==> src/rtl/act_fetch_pkg.sv <==
// Shared activation-fetch parameters and FSM state encoding.
// Default word geometry is derived from the register-array write width.
package act_fetch_pkg;

  localparam int unsigned DW_DATA_WIDTH   = 8;
  localparam int unsigned REGACT_WR_WIDTH = 128;
  localparam int unsigned DW_WR_NUM       = REGACT_WR_WIDTH / DW_DATA_WIDTH;

  typedef enum logic [1:0] {
    ST_IDLE = 2'd0,
    ST_REQ  = 2'd1,
    ST_WAIT = 2'd2,
    ST_DONE = 2'd3
  } fetch_state_e;

endpackage

==> src/rtl/act_fetch.sv <==
// Activation fetch: streams num_words SRAM words from base_addr to the
// downstream register array, one read outstanding at a time.
module act_fetch
  import act_fetch_pkg::*;
#(
  parameter int unsigned DATA_WIDTH      = DW_DATA_WIDTH,
  parameter int unsigned WR_NUM          = REGACT_WR_WIDTH / DW_DATA_WIDTH,
  parameter int unsigned SRAM_ADDR_WIDTH = 10,
  parameter int unsigned LEN_WIDTH       = 10
) (
  input  logic                           clk,
  input  logic                           rst_n,
  input  logic                           reset,
  input  logic                           start,
  input  logic [SRAM_ADDR_WIDTH-1:0]     base_addr,
  input  logic [LEN_WIDTH-1:0]           num_words,
  output logic                           sram_rd_en,
  output logic [SRAM_ADDR_WIDTH-1:0]     sram_rd_addr,
  input  logic [DATA_WIDTH*WR_NUM-1:0]   sram_rd_data,
  input  logic                           dataout_rdy,
  output logic                           dataout_val,
  output logic [DATA_WIDTH*WR_NUM-1:0]   dataout,
  output logic                           busy,
  output logic                           done
);

  fetch_state_e                 state, state_nxt;
  logic [SRAM_ADDR_WIDTH-1:0]   rd_ptr, rd_ptr_nxt;
  logic [LEN_WIDTH-1:0]         remain, remain_nxt;

  always_ff @(posedge clk or negedge rst_n) begin
    if (!rst_n) begin
      state  <= ST_IDLE;
      rd_ptr <= '0;
      remain <= '0;
    end else begin
      state  <= state_nxt;
      rd_ptr <= rd_ptr_nxt;
      remain <= remain_nxt;
    end
  end

  // Outputs decode from state so that the async reset zeroes them directly;
  // soft reset masks them in the same cycle it is seen.
  always_comb begin
    state_nxt    = state;
    rd_ptr_nxt   = rd_ptr;
    remain_nxt   = remain;
    sram_rd_en   = 1'b0;
    sram_rd_addr = '0;
    dataout_val  = 1'b0;
    dataout      = '0;
    done         = 1'b0;
    busy         = (state != ST_IDLE);

    if (reset) begin
      state_nxt  = ST_IDLE;
      rd_ptr_nxt = '0;
      remain_nxt = '0;
    end else begin
      case (state)
        ST_IDLE: begin
          if (start) begin
            if (num_words != '0) begin
              rd_ptr_nxt = base_addr;
              remain_nxt = num_words;
              state_nxt  = ST_REQ;
            end else begin
              state_nxt  = ST_DONE;
            end
          end
        end
        ST_REQ: begin
          if (dataout_rdy) begin
            sram_rd_en   = 1'b1;
            sram_rd_addr = rd_ptr;
            state_nxt    = ST_WAIT;
          end
        end
        ST_WAIT: begin
          // Ready is only consulted before issuing the read, never here.
          dataout_val = 1'b1;
          dataout     = sram_rd_data;
          rd_ptr_nxt  = rd_ptr + SRAM_ADDR_WIDTH'(1);
          remain_nxt  = remain - LEN_WIDTH'(1);
          state_nxt   = (remain != LEN_WIDTH'(1)) ? ST_REQ : ST_DONE;
        end
        ST_DONE: begin
          done      = 1'b1;
          state_nxt = ST_IDLE;
        end
        default: state_nxt = ST_IDLE;
      endcase
    end
  end

endmodule

==> config.mk <==
export PLATFORM = sky130hd
export DESIGN_NAME = act_fetch
export DESIGN_NICKNAME = d
export VERILOG_FILES = /design/src/rtl/act_fetch_pkg.sv /design/src/rtl/act_fetch.sv
export SDC_FILE = /design/constraint.sdc
export NUM_CORES = 1
export LEC_CHECK = 0
export BUFFER_PORTS_ARGS = -buffer_cell sky130_fd_sc_hd__buf_2
export CORE_AREA = 2 2 116 118
export DETAILED_ROUTE_END_ITERATION = 12
export DIE_AREA = 0 0 118 120
export PLACE_DENSITY = 0.63
export SYNTH_ARGS = -nofsm -noshare
export SYNTH_HDL_FRONTEND = slang
export SYNTH_SLANG_ARGS = --single-unit
==> constraint.sdc <==
create_clock -name clk -period 2 [get_ports clk]
set_input_delay 0.2 -clock clk [delete_from_list [all_inputs] [get_ports clk]]
set_output_delay 0.2 -clock clk [all_outputs]
set_load 0.005 [all_outputs]
-- Yosys cells after proc, flatten, opt, wreduce, memory -nomap -nowiden
Index checks and enable logic that the tools add are counted.
- multiplexer cells: 26
- reductions and logical operators: 6
- add/subtract/negate cells: 2
- equal/unequal tests: 7
- operators by type and width (kind ; count):
    2-to-1 mux 128 bit ; 2
    2-to-1 mux 10 bit ; 9
    case mux 10 bit (2 select lines) ; 2
    adder 10 x 1 -> 10 bit (second input constant) ; 1
    2-to-1 mux 2 bit ; 5
    inequality test 10 x 1 -> 1 bit (second input constant) ; 1
    nonzero test 10 bit ; 1
    subtractor 10 x 1 -> 10 bit (second input constant) ; 1
    inequality test 3 bit (second input constant) ; 3
    case mux 2 bit (4 select lines) ; 1
    2-to-1 mux 1 bit ; 7
    equality test 2 bit (second input constant) ; 2
    AND reduction 3 bit ; 1
    nonzero test 3 bit ; 1
    equality test 2 x 1 -> 1 bit (second input constant) ; 1
    zero test 2 bit ; 1
    AND reduction 2 bit ; 1
    nonzero test 2 bit ; 1
- output and inout bits: 142
- input port bits: 153
- word-level logic and storage cells: 44
- bits in registers: 22

-- Depth between registers and ports, before layout
Gate-level depths: netlist (run 1).
- depth after elaboration: 5
- depth in mapped cells: 7
- gate-level depth less buffers: 6

-- Worst setup path before layout (run 1)
Ideal clock, no wire load.
- path type: flip-flop to output port
- start: register state[0]
- end: output port dataout[100]
- cell stages (with the launch flop): 7
- buffers on the path: 3
- required time: 1800 ps
- path slack: 427 ps
- arrival: 1373 ps
- path through: dfrtp_1 > nand2b_1 > buf_2 > nor2_1 > buf_2 > clkbuf_1 > and2_1
- longest elaborated chain between the ends: 3
- RTL lines (what ; RTL line ; source):
    start: declaration ; act_fetch.sv:27 ; fetch_state_e state, state_nxt;
    start signal: assignment ; act_fetch.sv:37 ; state <= state_nxt;
    equality test 2 bit ; act_fetch.sv:61 ; case (state)
    2-to-1 mux 128 bit ; act_fetch.sv:61 ;
    2-to-1 mux 128 bit ; act_fetch.sv:56 ; if (reset) begin
    end: declaration ; act_fetch.sv:22 ; output logic [DATA_WIDTH*WR_NUM-1:0] dataout,
Every way passes these cells.

-- Worst setup path in the final report (run 1)
- start: register state[1]
- end: output port dataout[40]
The elaborated chain is that of the path after synthesis.

==> metrics.txt, run 1 <==
# TYPE chip_impl_metric gauge
chip_impl_metric{name="area_growth",unit="%"} 71.9
chip_impl_metric{name="grt_max_degree",unit=""} 67
chip_impl_metric{name="grt.total_usage",unit="%"} 22.9
chip_impl_metric{name="die_x",unit="um"} 118
chip_impl_metric{name="global_route_wire_length_before_repair",unit="mm"} 23.6
chip_impl_metric{name="grt_overflow",unit=""} 0
chip_impl_metric{name="synth_area",unit="mm2"} 0.00250
chip_impl_metric{name="worst_skew_pair.late_latency",unit="ns"} 0.25
chip_impl_metric{name="synth_simple_gate_area_share",unit="%"} 52.6
chip_impl_metric{name="worstPathBufferInverterCount",unit=""} 2
chip_impl_metric{name="synthesis.instances",unit=""} 344
chip_impl_metric{name="wire_per_inst",unit="um"} 21.0
chip_impl_info{name="kind_of_critical_path",value="flop to output pin"} 1
chip_impl_metric{name="leakagePower",unit="uW"} 0.00248
chip_impl_info{name="mostFrequentLayoutCell",value="buf_2"} 1
chip_impl_info{name="rsz0062_at_grt",value="no"} 1
chip_impl_metric{name="timing.setup.tns",unit="ns"} 0
chip_impl_metric{name="first_iter_violations",unit=""} 298
chip_impl_metric{name="htree_levels",unit=""} 1
chip_impl_metric{name="ant_nets",unit=""} 0
chip_impl_metric{name="buffer_ports.inserted",unit=""} 294
chip_impl_info{name="worst_path_max_delay_cell",value="dfrtp_1"} 1
chip_impl_metric{name="worst_hold_slack",unit="ns"} 0.201
chip_impl_metric{name="finalSetupViolations",unit=""} 0
chip_impl_info{name="crit_family",value="simple AND/OR/NAND/NOR gates"} 1
chip_impl_metric{name="synthXorXnorAreaFrac",unit="%"} 0
chip_impl_info{name="root_buffer",value="clkbuf_16"} 1
chip_impl_metric{name="total_power",unit="uW"} 1460
chip_impl_metric{name="max-cap-violations",unit=""} 0
chip_impl_info{name="combinational_family_with_the_most_area_after_synthesis",value="simple AND/OR/NAND/NOR gates"} 1
chip_impl_metric{name="post_cts_resized",unit=""} 0
chip_impl_metric{name="share_of_synthesized_area_occupied_by_flip_flops_and_latches",unit="%"} 22.1
chip_impl_metric{name="core_area",unit="mm2"} 0.0130
chip_impl_metric{name="powerDensity",unit="mW/mm2"} 341
chip_impl_metric{name="start_util",unit="%"} 19.2
chip_impl_info{name="tritoncts",value="built"} 1
chip_impl_metric{name="remaining_design_rule_violation_count",unit=""} 0
chip_impl_info{name="dominantRegCellSynth",value="dfrtp_1"} 1
chip_impl_metric{name="synthMuxAreaShare",unit="%"} 0.451
chip_impl_metric{name="synth-compound-area-share",unit="%"} 17.6
chip_impl_metric{name="drt_wirelength",unit="mm"} 17.0
chip_impl_metric{name="vias_per_cell",unit=""} 4.38
chip_impl_metric{name="detailedPlacementHpwl",unit="mm"} 14.9
chip_impl_info{name="kind_of_launch_point_of_the_worst_setup_path",value="flop"} 1
chip_impl_metric{name="post_route_cells_drive_above_1_share",unit="%"} 51.4
chip_impl_metric{name="ys_ff_latch",unit=""} 22
chip_impl_metric{name="grt_antenna_before_repair",unit=""} 17
chip_impl_metric{name="relSlewSlack",unit="%"} 61.1
chip_impl_metric{name="ys.warnings.count",unit=""} 0
chip_impl_metric{name="design.die.area",unit="mm2"} 0.0142
chip_impl_metric{name="synth-adder-area-share",unit="%"} 1.50
chip_impl_metric{name="worst-endpoint-required",unit="ns"} 1.80
chip_impl_metric{name="worst_clock_skew",unit="ns"} 0.00147
chip_impl_metric{name="syn_nets",unit=""} 500
chip_impl_metric{name="postSynthAreaPerCell",unit="um2"} 7.26
chip_impl_metric{name="maxClockFrequency",unit="MHz"} 536
chip_impl_metric{name="detail_route.first_pass.iterations",unit=""} 4
chip_impl_metric{name="numClockSinks",unit=""} 22
chip_impl_metric{name="yosysUniqueCellTypes",unit=""} 48
chip_impl_metric{name="routabilityCongestion",unit=""} 0.878
chip_impl_metric{name="total_via_count_after_detailed_routing",unit=""} 3551
chip_impl_metric{name="grt_pass1_vias",unit=""} 3417
chip_impl_info{name="final_cell_mix",value="buf_2 (294), and2_1 (144), a21oi_1 (24), dfrtp_1 (22), o21ai_0 (19)"} 1
chip_impl_metric{name="ctsLongestPathBuffers",unit=""} 2
chip_impl_metric{name="synth-edff-count",unit=""} 0
chip_impl_info{name="hold_path.class",value="primary input to flop"} 1
chip_impl_metric{name="num_rows",unit=""} 42
chip_impl_info{name="status",value="finished clean"} 1
chip_impl_metric{name="worst_setup_hold_path_clk_slew",unit="ns"} 0.06
chip_impl_metric{name="num_io_pins",unit=""} 295
chip_impl_metric{name="timing_max_transition_violations_final",unit=""} 0
chip_impl_metric{name="crit_fanout",unit=""} 63
chip_impl_metric{name="tritoncts.num_buffers",unit=""} 3
chip_impl_info{name="crit_path_end_kind",value="output pin"} 1
chip_impl_info{name="timing.critical_path.cells",value="nand2b_1 -> nor2_4 -> buf_12 -> and2_1 -> buf_2"} 1
chip_impl_metric{name="timing.final.crit_share",unit="%"} 93.3
chip_impl_metric{name="fin_nets",unit=""} 781
chip_impl_metric{name="tightestPinTransition",unit="ns"} 0.580
chip_impl_metric{name="period_needed",unit="ns"} 1.87
chip_impl_metric{name="arrival_time_at_the_worst_endpoint",unit="ns"} 1.67
chip_impl_metric{name="synth_async_sr_flop_share",unit="%"} 100
chip_impl_metric{name="worst_ir_drop_vdd",unit="V"} 0.000303
chip_impl_metric{name="timing.critical_path.slowest_cell_delay",unit="ns"} 0.51
chip_impl_metric{name="floorplan.die.height",unit="um"} 120
chip_impl_metric{name="hold_viol",unit=""} 0
chip_impl_metric{name="cts_setup_buffers",unit=""} 0
-- path summary, 6_finish.rpt --
| kind | end | from | slack (ns) | cells after the start |
|---|---|---|---|---|
| max in group asynchronous | state[1] | rst_n | 1.17 | 2 |
| worst max register to register | rd_ptr[1] | state[1] | 0.24 | 5 |
| worst max-delay path | dataout[40] | state[1] | 0.13 | 5 |
| worst min-delay path | rd_ptr[1] | base_addr[1] | 0.20 | 3 |
| worst min register to register | rd_ptr[9] | rd_ptr[9] | 0.57 | 2 |
| min in group asynchronous | remain[6] | rst_n | 0.46 | 2 |
-- worst min-delay path, stage by stage --
cell and delay [ns]:
buf_2 0.09, nand2_1 0.05, a311oi_1 0.08
-- synth_stat cells, types with 2 or more instances --
cell | count | area [um2]
clkbuf_1 | 16 | 60.1
nand4_1 | 3 | 18.8
dfrtp_1 | 22 | 551
inv_1 | 6 | 22.5
nand3_1 | 8 | 40.0
o21a_1 | 4 | 30.0
a21o_1 | 4 | 30.0
or3_1 | 3 | 18.8
nor4_4 | 2 | 42.5
buf_2 | 9 | 45.0
or2_2 | 2 | 12.5
ha_1 | 3 | 37.5
nor3_1 | 5 | 25.0
a31oi_1 | 2 | 12.5
nor4_1 | 4 | 25.0
and2_1 | 144 | 901
nand2b_1 | 3 | 18.8
nor2_1 | 12 | 45.0
a211oi_1 | 3 | 22.5
o21ai_0 | 19 | 95.1
a21oi_1 | 24 | 120
o31a_1 | 2 | 17.5
nor3b_1 | 3 | 22.5
nand2_1 | 17 | 63.8
-- registers in the layout (all words and copies together), names as in the netlist --
register,count
rd_ptr,10
state,2
remain,10
-- routing by layer --
metal	wire length [um]	up-vias	part of all wire, %	GRT usage [%]
li1	-	1727	-	-
met1	6120	1587	36	24.1
met2	8180	203	48	39.5
met3	2360	22	14	14.4
met4	243	12	1.4	3.92
met5	77	-	0.45	0
-- layout make-up --
type / count / area [um2]
antenna: 10 / 25.0
clock buffer: 4 / 88.8
sequential: 22 / 551
multi-input combinational: 288 / 1810
fill: 1455 / 8690
timing repair buffer: 304 / 1570
inverter: 6 / 22.5
tap: 176 / 220
-- report_power, final --
group / leakage [uW] / internal (uW) / switching [uW]
Combinational: 0.00214 / 227 / 241
Sequential: 0.000294 / 477 / 43.8
Clock: 0.0000442 / 306 / 169
Total: 0.00248 / 1010 / 454
-- per-stage QoR --
step	setup WS (ns)	util [%]	instances	cell area (um2)
3_3_place_gp	0.329	32.1	795	4170
5_1_grt	0.0139	32.9	802	4270
3_5_place_dp	0.269	32.1	795	4170
4_1_cts	0.136	32.9	800	4270
2_1_floorplan	0.427	-	344	2500
6_report	0.134	33.1	810	4290
-- repair_timing --
action,4_1_cts,5_1_grt
hold endpoints to repair,22,0
hold buffers,1,0
setup endpoints to repair,0,0
-- logic make-up after synthesis --
kind of cell	Yosys count
mux	1
simple gates	214
flops	22
fa+ha+maj	3
buf+inv	34
compound gates	70
No activity file was read; power rests on OpenSTA's default activity.
==> inputs of run 2 (changes only) <==
--- a/config.mk
+++ b/config.mk
@@ -10,6 +10,7 @@
 export DETAILED_ROUTE_END_ITERATION = 12
 export DIE_AREA = 0 0 118 120
 export PLACE_DENSITY = 0.63
+export RECOVER_POWER = 25
 export SYNTH_ARGS = -nofsm -noshare
 export SYNTH_HDL_FRONTEND = slang
 export SYNTH_SLANG_ARGS = --single-unit
==> run 2 against run 1 <==
Net effect:
- hold slack is essentially flat
- non-clock buffer count stayed put
- critical endpoint is now sram_rd_addr[1]
- clock power hardly changed
- cell count up 0.37%
==> metrics.txt, run 2 (synthesized netlist as in run 1, its figures left out) <==
# TYPE chip_impl_metric gauge
chip_impl_metric{name="worstHoldPathCells",unit=""} 3
chip_impl_metric{name="grt.total_usage",unit="%"} 22.9
chip_impl_metric{name="timing.setup.tns",unit="ns"} 0
chip_impl_metric{name="worst_skew_pair.late_latency",unit="ns"} 0.26
chip_impl_metric{name="max-cap-violations",unit=""} 0
chip_impl_metric{name="start_util",unit="%"} 19.2
chip_impl_metric{name="drt_wirelength",unit="mm"} 17.0
chip_impl_metric{name="grt_pass1_vias",unit=""} 3417
chip_impl_metric{name="tightestPinTransition",unit="ns"} 1.30
chip_impl_metric{name="remaining_design_rule_violation_count",unit=""} 0
chip_impl_metric{name="reg2reg_setup_slack",unit="ns"} 0.18
chip_impl_metric{name="wire_per_inst",unit="um"} 20.9
chip_impl_metric{name="period_needed",unit="ns"} 1.88
chip_impl_info{name="kind_of_critical_path",value="flop to output pin"} 1
chip_impl_metric{name="timing.final.crit_share",unit="%"} 93.8
chip_impl_metric{name="powerDensity",unit="mW/mm2"} 341
chip_impl_metric{name="tritoncts.num_buffers",unit=""} 3
chip_impl_info{name="final_cell_mix",value="buf_2 (289), and2_1 (137), a21oi_1 (24), dfrtp_1 (22), o21ai_0 (19)"} 1
chip_impl_info{name="worstHoldEndpoint",value="rd_ptr[1]"} 1
chip_impl_metric{name="crit_fanout",unit=""} 11
chip_impl_metric{name="worst-endpoint-required",unit="ns"} 1.80
chip_impl_metric{name="timing_max_transition_violations_final",unit=""} 0
chip_impl_metric{name="dpl-instance-area",unit="mm2"} 0.00417
chip_impl_metric{name="finalSetupViolations",unit=""} 0
chip_impl_metric{name="layout.cells.non_filler",unit=""} 813
chip_impl_metric{name="ant_nets",unit=""} 0
chip_impl_metric{name="ctsLongestPathBuffers",unit=""} 2
chip_impl_info{name="crit-reg2reg-launch",value="state[1]"} 1
chip_impl_metric{name="fin_nets",unit=""} 781
chip_impl_metric{name="timing.final.ws_setup",unit="ns"} 0.124
chip_impl_info{name="hold_path_startpoint",value="base_addr[1]"} 1
chip_impl_metric{name="post_cts_resized",unit=""} 0
chip_impl_metric{name="total_power",unit="uW"} 1460
chip_impl_info{name="hold_path.class",value="primary input to flop"} 1
chip_impl_metric{name="htree_levels",unit=""} 1
chip_impl_info{name="rsz0062_at_grt",value="no"} 1
chip_impl_metric{name="num_io_pins",unit=""} 295
chip_impl_metric{name="cts_setup_buffers",unit=""} 0
chip_impl_metric{name="dp_slack",unit="ns"} 0.269
chip_impl_metric{name="design.die.area",unit="mm2"} 0.0142
chip_impl_metric{name="leakagePower",unit="uW"} 0.00245
chip_impl_metric{name="relSlewSlack",unit="%"} 13.6
chip_impl_metric{name="worst_ir_drop_vdd",unit="V"} 0.000304
chip_impl_metric{name="detail_route.first_pass.iterations",unit=""} 4
chip_impl_metric{name="detailedPlacementHpwl",unit="mm"} 14.9
chip_impl_metric{name="arrival_time_at_the_worst_endpoint",unit="ns"} 1.68
chip_impl_info{name="status",value="finished clean"} 1
chip_impl_metric{name="post_route_cells_drive_above_1_share",unit="%"} 50.3
chip_impl_metric{name="grt_overflow",unit=""} 0
chip_impl_info{name="root_buffer",value="clkbuf_16"} 1
chip_impl_metric{name="worst_clock_skew",unit="ns"} 0.00201
chip_impl_info{name="mostFrequentLayoutCell",value="buf_2"} 1
chip_impl_metric{name="first_iter_violations",unit=""} 290
chip_impl_info{name="kind_of_launch_point_of_the_worst_setup_path",value="flop"} 1
chip_impl_metric{name="numClockSinks",unit=""} 22
chip_impl_metric{name="die_x",unit="um"} 118
chip_impl_metric{name="numPlacedInstances",unit=""} 795
chip_impl_info{name="tritoncts",value="built"} 1
chip_impl_info{name="crit_path_end_kind",value="output pin"} 1
chip_impl_info{name="reg.largest.list",value="rd_ptr (10), remain (10), state (2)"} 1
chip_impl_metric{name="post_route_design_area",unit="mm2"} 0.00428
chip_impl_metric{name="worst_r2r_path_depth",unit=""} 5
chip_impl_metric{name="hold_buffers",unit=""} 1
chip_impl_metric{name="total_via_count_after_detailed_routing",unit=""} 3573
chip_impl_metric{name="area_growth",unit="%"} 71.3
chip_impl_metric{name="maxClockFrequency",unit="MHz"} 533
chip_impl_info{name="terminus_of_the_critical_flop_to_flop_path",value="rd_ptr[1]"} 1
chip_impl_metric{name="worst_setup_hold_path_clk_slew",unit="ns"} 0.06
chip_impl_metric{name="core_area",unit="mm2"} 0.0130
chip_impl_metric{name="floorplan.die.height",unit="um"} 120
chip_impl_metric{name="num_rows",unit=""} 42
chip_impl_metric{name="global_route_wire_length_before_repair",unit="mm"} 23.6
chip_impl_metric{name="vias_per_cell",unit=""} 4.39
chip_impl_metric{name="buffer_ports.inserted",unit=""} 294
chip_impl_metric{name="grt_antenna_before_repair",unit=""} 17
chip_impl_metric{name="hold_viol",unit=""} 0
chip_impl_metric{name="grt_max_degree",unit=""} 67
chip_impl_metric{name="routabilityCongestion",unit=""} 0.878
-- run 2: where the power goes --
part	internal (uW)	leakage, uW	switching, uW
registers	477	0.000294	43.8
clock network	306	0.0000442	169
logic	222	0.00211	241
-- run 2: area by class of cell --
cell class | instances | area [um2]
antenna | 13 | 32.5
clock buffer | 4 | 88.8
fill | 1454 | 8700
inverter | 6 | 22.5
multi-input combinational | 288 | 1800
sequential | 22 | 551
tap | 176 | 220
timing repair buffer | 304 | 1560
-- run 2: layer usage --
metal / wire length, um / vias up / GRT usage [%]
li1: - / 1733 / -
met1: 6210 / 1608 / 24.1
met2: 8210 / 200 / 39.5
met3: 2300 / 20 / 14.4
met4: 220 / 12 / 3.92
met5: 77 / - / 0
-- run 2: metrics by stage --
stage | util (%) | hold slack [ns]
floorplan | - | -0.0956
global placement | 32.1 | 0.207
detailed placement | 32.1 | 0.204
CTS | 32.9 | 0.204
global route | 32.7 | 0.223
finish | 32.9 | 0.201
-- run 2: worst max-delay path by stage --
| stage | start | endpoint | slack (ns) | cells after the start |
|---|---|---|---|---|
| 2_1_floorplan | state[0] | dataout[100] | 0.43 | 6 |
| 3_3_place_gp | state[1] | rd_ptr[4] | 0.33 | 5 |
| 3_5_place_dp | state[1] | rd_ptr[1] | 0.27 | 5 |
| 4_1_cts | state[1] | dataout[9] | 0.14 | 5 |
| 5_1_grt | state[1] | dataout[40] | 0.02 | 5 |
| 6_report | state[1] | sram_rd_addr[1] | 0.12 | 4 |
-- run 2: worst max-delay path: stages (launching register included) --
cell,delay (ns)
dfrtp_1,0.48
nor3_1,0.21
clkbuf_1,0.38
and2_0,0.22
buf_2,0.13
